<file path="src/rtl/icache_controller.sv">
// Direct-mapped, read-only instruction cache: 8 blocks of 16 bytes with a 3-bit tag.
// Hits return the word combinationally. A miss stalls the CPU and fills one block from memory.
module icache_controller #(
  parameter int NUM_BLOCKS = 8,
  parameter int MISS_CNT_W = 16
) (
  input  logic                  clock,
  input  logic                  reset,
  input  logic                  cpu_read,
  input  logic [9:0]            cpu_address,
  output logic [31:0]           cpu_instruction,
  output logic                  cpu_busywait,
  output logic                  mem_read,
  output logic [5:0]            mem_address,
  input  logic [127:0]          mem_readdata,
  input  logic                  mem_busywait,
  output logic [MISS_CNT_W-1:0] miss_count
);

  typedef enum logic [1:0] {IDLE, MEM_READ, UPDATE} state_t;

  state_t state, state_next;

  logic [2:0]            tag, index;
  logic [1:0]            word;
  logic                  unused_byte_offset;
  logic [NUM_BLOCKS-1:0] valid;
  logic [2:0]            tag_store  [NUM_BLOCKS];
  logic [127:0]          data_store [NUM_BLOCKS];
  logic [127:0]          blk;
  logic [2:0]            miss_tag, miss_index;
  logic                  first_cycle_p0;
  logic                  hit, start_miss;

  function automatic logic [MISS_CNT_W-1:0] sat_inc(input logic [MISS_CNT_W-1:0] v);
    return (&v) ? v : v + MISS_CNT_W'(1);
  endfunction

  assign tag                = cpu_address[9:7];
  assign index              = cpu_address[6:4];
  assign word               = cpu_address[3:2];
  assign unused_byte_offset = ^cpu_address[1:0];

  assign blk             = data_store[index];
  assign hit             = cpu_read & valid[index] & (tag_store[index] == tag);
  assign cpu_instruction = hit ? blk[{word, 5'b0} +: 32] : 32'h0;
  assign start_miss      = (state == IDLE) & cpu_read & ~hit;

  always_comb begin
    state_next   = state;
    cpu_busywait = 1'b0;
    mem_read     = 1'b0;
    mem_address  = '0;
    case (state)
      IDLE: begin
        cpu_busywait = start_miss;
        if (start_miss) state_next = MEM_READ;
      end
      MEM_READ: begin
        mem_read     = 1'b1;
        mem_address  = {miss_tag, miss_index};
        cpu_busywait = 1'b1;
        // Memory only raises busywait after it has seen mem_read, so a low busywait in the
        // first cycle is stale.
        if (!first_cycle_p0 && !mem_busywait) state_next = UPDATE;
      end
      UPDATE: begin
        cpu_busywait = 1'b1;
        state_next   = IDLE;
      end
      default: state_next = IDLE;
    endcase
  end

  always_ff @(posedge clock) begin
    if (reset) begin
      state          <= IDLE;
      valid          <= '0;
      miss_count     <= '0;
      first_cycle_p0 <= 1'b0;
    end else begin
      state          <= state_next;
      first_cycle_p0 <= start_miss;
      if (start_miss) miss_count <= sat_inc(miss_count);
      if (state == UPDATE) valid[miss_index] <= 1'b1;
    end
  end

  // Miss address capture and block fill.
  always_ff @(posedge clock) begin
    if (start_miss) begin
      miss_tag   <= tag;
      miss_index <= index;
    end
    if (state == UPDATE && !reset) begin
      data_store[miss_index] <= mem_readdata;
      tag_store[miss_index]  <= miss_tag;
    end
  end

endmodule

</file>
<file path="config.mk">
export PLATFORM = sky130hd
export DESIGN_NAME = icache_controller
export DESIGN_NICKNAME = d
export VERILOG_FILES = /design/src/rtl/icache_controller.sv
export SDC_FILE = /design/constraint.sdc
export NUM_CORES = 1
export LEC_CHECK = 0
export ABC_CLOCK_PERIOD_IN_PS = 15900
export CORE_MARGIN = 2
export CORE_UTILIZATION = 54
export DETAILED_ROUTE_END_ITERATION = 8
export HOLD_SLACK_MARGIN = 0.05
export PLACE_DENSITY = 0.75
export SYNTH_ARGS = -nofsm -noshare
export SYNTH_HDL_FRONTEND = slang
export SYNTH_SLANG_ARGS = --single-unit
</file>
<file path="constraint.sdc">
create_clock -name clock -period 15.9 [get_ports clock]
set_clock_uncertainty 0.2 [all_clocks]
set_input_delay 2.385 -clock clock [delete_from_list [all_inputs] [get_ports clock]]
set_output_delay 2.385 -clock clock [all_outputs]
set_load 0.05 [all_outputs]
</file>
==> results.md, run 1 <==
Floorplan:
- The placeable core region is 76100 um2.
- The floorplan has 101 rows.
- The die is 282 um tall.
- The overall die area is 79300 um2.
- The I/O pin count is 198.
- The chip width is 282 um.
- The starting utilization of the core area is 54.7%.

STA:
- For the pin with the worst max-slew slack, the measured transition is 1.20 ns.
- The count of endpoints failing hold in the final timing report is 0.
- The number of setup violations in the final report is 0.
- The maximum operating frequency is 0.104 GHz.
- The tightest slew margin relative to the limit is 20.0%.
- Setup total negative slack on the finished layout was measured at 0 ns.
- The post-route fraction of the period consumed by the critical path is 60.5%.
- Setup repair after global routing left no endpoint under its margin.
- The shortest clock period the worst path allows after layout is 9.61 ns.
- The count of final max-slew check failures is 0.

Hold path:
- The path type of the worst min-delay path is flip-flop to flip-flop.

Logic synthesis:
- The number of storage elements in the synthesis netlist is 1081.
- Counting instances in the post-synthesis netlist gives the leading cell types as 1054 x sky130_fd_sc_hd__edfxtp_1, 292 x sky130_fd_sc_hd__mux4_2, 64 x sky130_fd_sc_hd__a211oi_1.
- The number of instances in the synthesized netlist is 1825.
- sky130_fd_sc_hd__edfxtp_1 takes more of the synthesized area than any other cell.
- The share of the synthesized area in the top cell type is 76.1%.
- The average instance in the mapped netlist occupies 22.8 um2.
- The sequential element share of the synthesized area is 77.4%.
- In this run the cell area of the synthesized design comes to 41600 um2.
- The post-synthesis async set-or-reset flop share is 0%.
- In this run, synthesis inferred 1054 flip-flops with an integrated enable.
- The total nets after synthesis is 1972.
- The most used flip-flop cell after synthesis is sky130_fd_sc_hd__edfxtp_1.
- In the post-synthesis netlist, the cell with the most instances is sky130_fd_sc_hd__edfxtp_1.
- Yosys mapped the design onto 43 distinct sky130hd cell types.
- The number of warning messages in the yosys log is 0.
- After synthesis, the cell types taking the most area are sky130_fd_sc_hd__edfxtp_1 76%, sky130_fd_sc_hd__mux4_2 16%, sky130_fd_sc_hd__dfxtp_1 1.3%, sky130_fd_sc_hd__a211oi_1 1.2%, sky130_fd_sc_hd__mux2i_1 1.1%.

Route:
- The met3 wire length is 7060 um.
- The number of nets with antenna violations after detailed routing is 0.
- After detailed routing, the wire length on met1 is 35400 um.
- The routed length on met2 is 40500 um.
- After the first detailed-routing iteration, the DRC count stood at 1924.
- The overall routed net length is 84900 um.
- For this run, the detailed router's first-pass iteration total came to 5.
- The via total after detailed routing is 19.4k.
- In the routed layout, each cell is associated on average with a via count of 6.12.
- The average wire per cell in the routed design is 26.8 um.
- After detailed routing, no signal wire sits above met5.
- The remaining design rule violation count is 0.

Critical path:
- The element type at the critical path start is an input pin.
- At the worst endpoint, the arrival time is 7.03 ns.
- Of all nets on the critical path, the largest fanout is 67.
- The worst setup path category is input pin to output port.
- Traced cell by cell, the critical path runs through buf_6 -> buf_4 -> mux4_2 -> xnor2_1 -> or4_2 -> buf_4 -> nor2_1 -> clkdlybuf4s50_1.
- The worst path buffer plus inverter count is 4.
- By instance count, the cell type seen most on the critical path is sky130_fd_sc_hd__buf_4.
- The required time at the endpoint of the critical path is 13.32 ns.
- STA classifies the critical path endpoint as an output port.
- The cell family with the largest share of critical-path delay is buffers and inverters.
- The delay of the slowest cell on the worst path is 0.88 ns.
- In this run the register-to-register setup slack is 12.15 ns.
- The largest individual stage delay along the critical path comes from the cell sky130_fd_sc_hd__or4_2.

Finish:
- The growth of design area from synthesis to finish is 15.5%.
- After the last flow step, the layout net total stands at 2189.
- The number of fill cells is 4951.
- In the final layout, the multi-input gates occupy 8980 um2.
- The post-route netlist has 22.9% of its cells at a drive strength greater than 1.
- The final cell count without fillers is 3165.
- The sequential cell area is 32200 um2.

GRT:
- Entering global routing, the biggest net connects 142 pins.
- The first-pass GRT wire length is 127000 um.
- The initial antenna violation count was 19.
- The total overflow left after global routing is 0.
- The via count of the first global-routing pass was 20.0k.
- In the global route stage, overall resource usage came out at 21.9%.

Clock tree:
- Clock latency on the worst-skew pair, taken at its later pin, is 0.64 ns.
- The CTS sink count is 1081.
- Clock tree synthesis inserted a total of 102 buffers.
- Buffers inserted to repair hold after CTS numbered 0.
- The clock slew seen by the registers of the worst setup and hold paths is 0.06 ns.
- The cell sitting at the root of the clock tree is a sky130_fd_sc_hd__clkbuf_16.
- The post-CTS setup buffer count is 0.
- The number of gates resized after cts is 0.
- The number of buffers on the longest clock path is 3.
- In this run the number of H-tree levels came out at 3.
- The CTS tree is yes.

Placement:
- The placer's final routability congestion estimate is 0.759.
- Buffers placed on the I/O ports in this run total 195.
- The HPWL after detailed placement is 42900 um.
- Counting tap cells, the placed design contains a total of 2968 instances.

Power and ir drop:
- For this design the static power due to leakage is 0.0150 uW.
- The design draws 5870 uW.
- The areal power density over the cells is 122 nW/um2.
- The peak supply drop is 0.0000857 V.

Run status:
- The flow ran to the end, and the final reports show no timing, DRC or antenna violations.

Flow run:
- The reported max-cap violation count is 0.
-- worst register-to-register path: cells and delay by family, from the launching register on --
family        cells  cell delay, ns
buf+inv           3            1.38
fa+ha+maj         1            0.20
simple gates      2            1.24
flops             1            0.35
-- logic make-up after synthesis --
group | share of synthesized area, %
fa+ha+maj | 0.150
flops | 77.4
simple gates | 2.00
xor+xnor | 0.0632
mux | 17.4
buf+inv | 1.19
compound gates | 1.84
-- report_power, final --
group / switching, uW / total [uW] / internal [uW]
sequential: 10.9 / 3170 / 3160
clock: 1020 / 2400 / 1370
combinational: 172 / 310 / 137
total: 1210 / 5870 / 4660
-- sequential cells by signal, summed over array words and instances, names as in the netlist --
name,flops
first_cycle_p0,1
state,2
miss_tag,3
miss_count,16
data_store,1024
miss_index,3
valid,8
tag_store,24
-- cells in the final DEF, fill, tap and decap left out, types with 4 or more instances in the layout --
master | Yosys | routed
sky130_fd_sc_hd__mux2i_1 | 45 | 45
sky130_fd_sc_hd__a21oi_1 | 34 | 34
sky130_fd_sc_hd__diode_2 | 0 | 8
sky130_fd_sc_hd__and2_1 | 8 | 8
sky130_fd_sc_hd__nor2b_1 | 45 | 45
sky130_fd_sc_hd__a21o_1 | 8 | 8
sky130_fd_sc_hd__clkdlybuf4s50_1 | 0 | 190
sky130_fd_sc_hd__clkbuf_16 | 0 | 102
sky130_fd_sc_hd__a211oi_1 | 64 | 64
sky130_fd_sc_hd__mux2_2 | 10 | 10
sky130_fd_sc_hd__clkbuf_1 | 57 | 24
sky130_fd_sc_hd__inv_1 | 8 | 8
sky130_fd_sc_hd__bufinv_16 | 0 | 11
sky130_fd_sc_hd__buf_12 | 0 | 9
sky130_fd_sc_hd__ha_1 | 5 | 5
sky130_fd_sc_hd__nand4_1 | 4 | 4
sky130_fd_sc_hd__clkinv_1 | 0 | 15
sky130_fd_sc_hd__mux4_2 | 292 | 292
sky130_fd_sc_hd__buf_4 | 1 | 12
sky130_fd_sc_hd__nand2_1 | 12 | 12
sky130_fd_sc_hd__edfxtp_1 | 1054 | 1054
sky130_fd_sc_hd__and3_1 | 4 | 4
sky130_fd_sc_hd__clkinv_2 | 0 | 17
sky130_fd_sc_hd__clkinvlp_4 | 0 | 9
sky130_fd_sc_hd__nand3_1 | 9 | 9
sky130_fd_sc_hd__nor2_1 | 61 | 55
sky130_fd_sc_hd__dfxtp_1 | 27 | 27
sky130_fd_sc_hd__nor2_4 | 0 | 6
-- layer usage --
| metal | up-vias | GRT usage (%) |
|---|---|---|
| met5 | - | 0 |
| met4 | 28 | 6.23 |
| met3 | 141 | 5.00 |
| met2 | 755 | 34.0 |
| met1 | 10200 | 31.7 |
| li1 | 8209 | - |
-- path summary, 6_finish.rpt --
check / start / endpoint / cells past startpoint
worst max register to register: state[0]$_SDFFE_PP0P_ / data_store[1][18]$_DFFE_PP_ / 6
worst min register to register: valid[2]$_SDFFE_PP0N_ / valid[2]$_SDFFE_PP0N_ / 1
worst max-delay path: cpu_address[6] / cpu_instruction[11] / 8
worst min-delay path: valid[2]$_SDFFE_PP0N_ / valid[2]$_SDFFE_PP0N_ / 1
-- layout make-up --
class / instances / share of cell area, %
multi-input cells: 634 / 18.7
flip-flops and latches: 1081 / 67.0
clock buffers: 126 / 5.50
inverters: 8 / 0.0625
well taps: 1030 / 2.68
repair buffers: 215 / 4.62
clock inverters: 63 / 1.41
diodes: 8 / 0.0417
-- through the flow --
stage	hold WS (ns)	area (um2)	setup WS (ns)	util, %
after global placement	0.225	44700	6.19	58.8
after global routing	0.261	48000	5.77	63.1
after floorplan	0.218	41600	5.29	-
after CTS	0.252	48000	6.12	63.1
after detailed placement	0.237	44700	6.14	58.8
final	0.248	48100	6.29	63.2
No activity file was read; power rests on OpenSTA's default activity.
==> run 2, diff against run 1 <==
==> config.mk (replaced) <==
export PLATFORM = sky130hd
export DESIGN_NAME = icache_controller
export DESIGN_NICKNAME = d
export VERILOG_FILES = /design/src/rtl/icache_controller.sv
export SDC_FILE = /design/constraint.sdc
export NUM_CORES = 1
export LEC_CHECK = 0
export ABC_CLOCK_PERIOD_IN_PS = 10000
export CORE_MARGIN = 2
export CORE_UTILIZATION = 60
export DETAILED_ROUTE_END_ITERATION = 8
export HOLD_SLACK_MARGIN = 0.05
export PLACE_DENSITY = 0.79
export SYNTH_ARGS = -nofsm -noshare
export SYNTH_HDL_FRONTEND = slang
export SYNTH_SLANG_ARGS = --single-unit
==> constraint.sdc (replaced) <==
create_clock -name clock -period 10 [get_ports clock]
set_clock_uncertainty 0.2 [all_clocks]
set_input_delay 1.5 -clock clock [delete_from_list [all_inputs] [get_ports clock]]
set_output_delay 1.5 -clock clock [all_outputs]
set_load 0.05 [all_outputs]
==> run 2 against run 1 <==
Die area down 9.9%; sequential power up 59%; clock power up 54%; first-iteration DRC count up 19%; non-clock buffer count down 1; flip-flop and latch count unchanged; utilization up 6.5 points; final area down 0.56%; hold slack worse by 0.0032 ns; setup slack worse by 3.6 ns; sequential share of layout area up 0.38 points; cell count down 3.3%; highest routed layer unchanged.
==> results.md, run 2 (synthesized netlist as in run 1, its figures left out) <==
Critical path:
- Along the worst path, the maximum fanout reaches 91.
- Counting cells, the worst reg-to-reg path comes to 6.
- The worst register-to-register path has a setup slack of 6.63 ns.
- The critical path is of the input pin to output port type.
- STA classifies the critical path endpoint as an output port.
- The origin of the critical flop-to-flop path is tag_store[7][1]$_DFFE_PP_.
- The element type at the critical path start is an input pin.
- Data arrives at the worst endpoint at 5.65 ns.
- The endpoint of the worst-slack reg-to-reg timing path is miss_count[10]$_SDFFE_PP0P_.
- For the worst setup path, the data required time is 8.30 ns.

STA:
- The shortest clock period the worst path allows after layout is 7.35 ns.
- At the pin with the least slew margin, the transition time is 1.16 ns.
- The maximum operating frequency is 0.136 GHz.
- The final total negative setup slack is 0 ns.
- Setup repair after global routing left no endpoint under its margin.
- In the finished design, the share of the clock period the worst path needs comes to 73.5%.
- The count of endpoints failing hold in the final timing report is 0.
- Setup violations remaining at the end of the flow were counted as 0.
- The tightest slew margin relative to the limit is 22.6%.
- The count of final max-slew check failures is 0.

GRT:
- The pin count of the biggest net entering global routing is 137.
- The first global-routing pass estimated 132000 um of wire.
- The global-route total usage across every layer is 25.3%.
- In the global route stage, met1 resource usage came out at 36.2%.
- The initial antenna violation count was 18.
- The global routing met3 resource utilization is 5.39%.
- For met2 alone, demand over resource in global routing was 40.1%.
- The via count of the first global-routing pass is 20.4k.
- After global routing the overflow that remains totals 0.
- The layer flagged by global routing as most heavily used is met2.

Clock tree:
- The clock tree root driver cell is sky130_fd_sc_hd__clkbuf_16.
- The number of buffers on the longest clock path is 3.
- Gates resized during post-CTS repair numbered 0.
- TritonCTS built the clock tree.
- The number of H-tree levels is 3.
- CTS saw 1081 sinks.
- The number of hold buffers added after CTS is 0.
- The post-CTS setup buffer count is 0.
- In this run, CTS created clock tree buffers numbering 100.
- The clock latency on the worst-skew pair is 0.65 ns.
- After clock tree synthesis, the clock-pin slew on the worst setup and hold paths is 0.06 ns.

Route:
- Before antenna repair, the detailed router went through 7 iterations.
- After the first detailed-routing iteration, the DRC count stood at 2283.
- The remaining design rule violation count is 0.
- Dividing the detail-routed wire length by the instance count gives 29.3 um.
- The detail route stage leaves a number of antenna-violating nets equal to 0.
- The final route contains 19.8k vias.
- Summed over all layers, the routed wires come to 89600 um.
- The via-per-instance ratio is 6.45.

Floorplan:
- The starting utilization of the core area is 60.6%.
- The die extent in y is 267 um.
- The overall die area is 71400 um2.
- In this run the count of I/O pins placed on the die edge is 198.
- The floorplan has 96 rows.
- Measured along the x axis, the die boundary spans 267 um.
- The region available for standard cell placement spans 68600 um2.

Placement:
- The count of input and output buffers is 195.
- Once detailed placement completed, the half-perimeter wirelength came to 43200 um.
- The number of placed instances with taps included is 2868.
- Routability-driven placement finished with a final weighted congestion of 0.792.

Hold path:
- The critical hold path startpoint is valid[3]$_SDFFE_PP0N_.
- The cell count of the worst hold path is 1.
- The min-delay analysis places its worst path in the category flip-flop to flip-flop.
- The worst hold path endpoint is valid[3]$_SDFFE_PP0N_.

Finish:
- For this run, the post-layout net count is 2186.
- Summing all flip-flop and latch instances after layout gives 32200 um2.
- The largest register by flop count is data_store.
- The core occupancy in the finished layout is 69.7%.
- The growth of design area from synthesis to finish is 14.9%.
- The final cell count without fillers is 3061.
- The fraction of final layout cells sized beyond drive strength 1 is 22.7%.
- The flip-flop count of the largest register, all copies and words added is 1024.
- The number of fill cells is 3875.
- In the final layout, the registers with the most flip-flops are data_store x1024, tag_store x24, miss_count x16.
- In the layout the commonest cells are 1054 x sky130_fd_sc_hd__edfxtp_1, 292 x sky130_fd_sc_hd__mux4_2, 190 x sky130_fd_sc_hd__clkdlybuf4s50_1.
- The library cell used most frequently in the layout, excluding fill and tap cells, is sky130_fd_sc_hd__edfxtp_1.
- The footprint of the multi-input gates is 8980 um2.

Power and ir drop:
- Net switching is 20.6% of the power.
- IR analysis of the VDD net gives a maximum drop of 0.000132 V.
- The clock share of power is 40.0%.
- The analysis attributes to net switching a power of 1900 uW.
- In this run the static leakage power is 0.0149 uW.
- The internal power of the cells totals 7330 uW.
- The areal power density over the cells is 193 nW/um2.
- The proportion of power drawn by flip-flops and latches is 54.6%.
- The portion of total power attributed to combinational logic is 5.4%.

Flow run:
- The reported max-cap violation count is 0.

Run status:
- The flow ran to the end, and the final reports show no timing, DRC or antenna violations.
-- run 2: per-stage QoR --
step                total power (uW)  area (um2)  hold WS [ns]  setup slack, ns
finish                          9230       47800         0.245             2.65
global route                    9480       47800         0.274             2.42
CTS                             9270       47800         0.248             2.61
detailed placement              5630       44600         0.237             2.62
global placement                5610       44600         0.225             2.65
floorplan                       5420       41600         0.218            0.279
-- run 2: worst max path at each step --
stage | cells after the start | slack (ns) | start | endpoint
6_report | 9 | 2.65 | cpu_address[6] | cpu_instruction[10]
5_1_grt | 9 | 2.42 | cpu_address[6] | cpu_instruction[10]
4_1_cts | 9 | 2.61 | cpu_address[6] | cpu_instruction[10]
3_5_place_dp | 9 | 2.62 | cpu_address[4] | cpu_instruction[16]
3_3_place_gp | 7 | 2.65 | cpu_address[4] | cpu_instruction[10]
2_1_floorplan | 2 | 0.28 | reset | data_store[4][0]$_DFFE_PP_
-- run 2: cell type report --
| cell class | instances | share of cell area [%] |
|---|---|---|
| antenna | 13 | 0.0681 |
| clock buffer | 130 | 5.67 |
| clock inverter | 50 | 0.945 |
| inverter | 8 | 0.0628 |
| multi-input combinational | 634 | 18.8 |
| sequential | 1081 | 67.4 |
| tap | 931 | 2.44 |
| timing repair buffer | 214 | 4.65 |
-- run 2: power by group through the flow --
| stage | logic, uW | registers (uW) | clock network, uW |
|---|---|---|---|
| floorplan | 285 | 5140 | 0 |
| CTS | 500 | 5040 | 3740 |
| global route | 531 | 5040 | 3910 |
| global placement | 480 | 5130 | 0 |
| finish | 500 | 5040 | 3690 |
| detailed placement | 494 | 5130 | 0 |
-- run 2: layer usage --
metal / vias up / part of all wire [%] / wire length (um)
met5: - / 0.14 / 127
met4: 20 / 2.2 / 1970
met3: 143 / 8.2 / 7380
met2: 973 / 50 / 44800
met1: 10400 / 39 / 35300
li1: 8178 / - / -
-- run 2: worst max-delay path: stages --
cell,delay [ns]
sky130_fd_sc_hd__buf_6,0.61
sky130_fd_sc_hd__buf_4,0.63
sky130_fd_sc_hd__buf_4,0.78
sky130_fd_sc_hd__mux4_2,0.37
sky130_fd_sc_hd__mux2i_1,0.11
sky130_fd_sc_hd__a211oi_1,0.34
sky130_fd_sc_hd__a21oi_1,0.09
sky130_fd_sc_hd__nor2_1,0.28
sky130_fd_sc_hd__clkdlybuf4s50_1,0.87
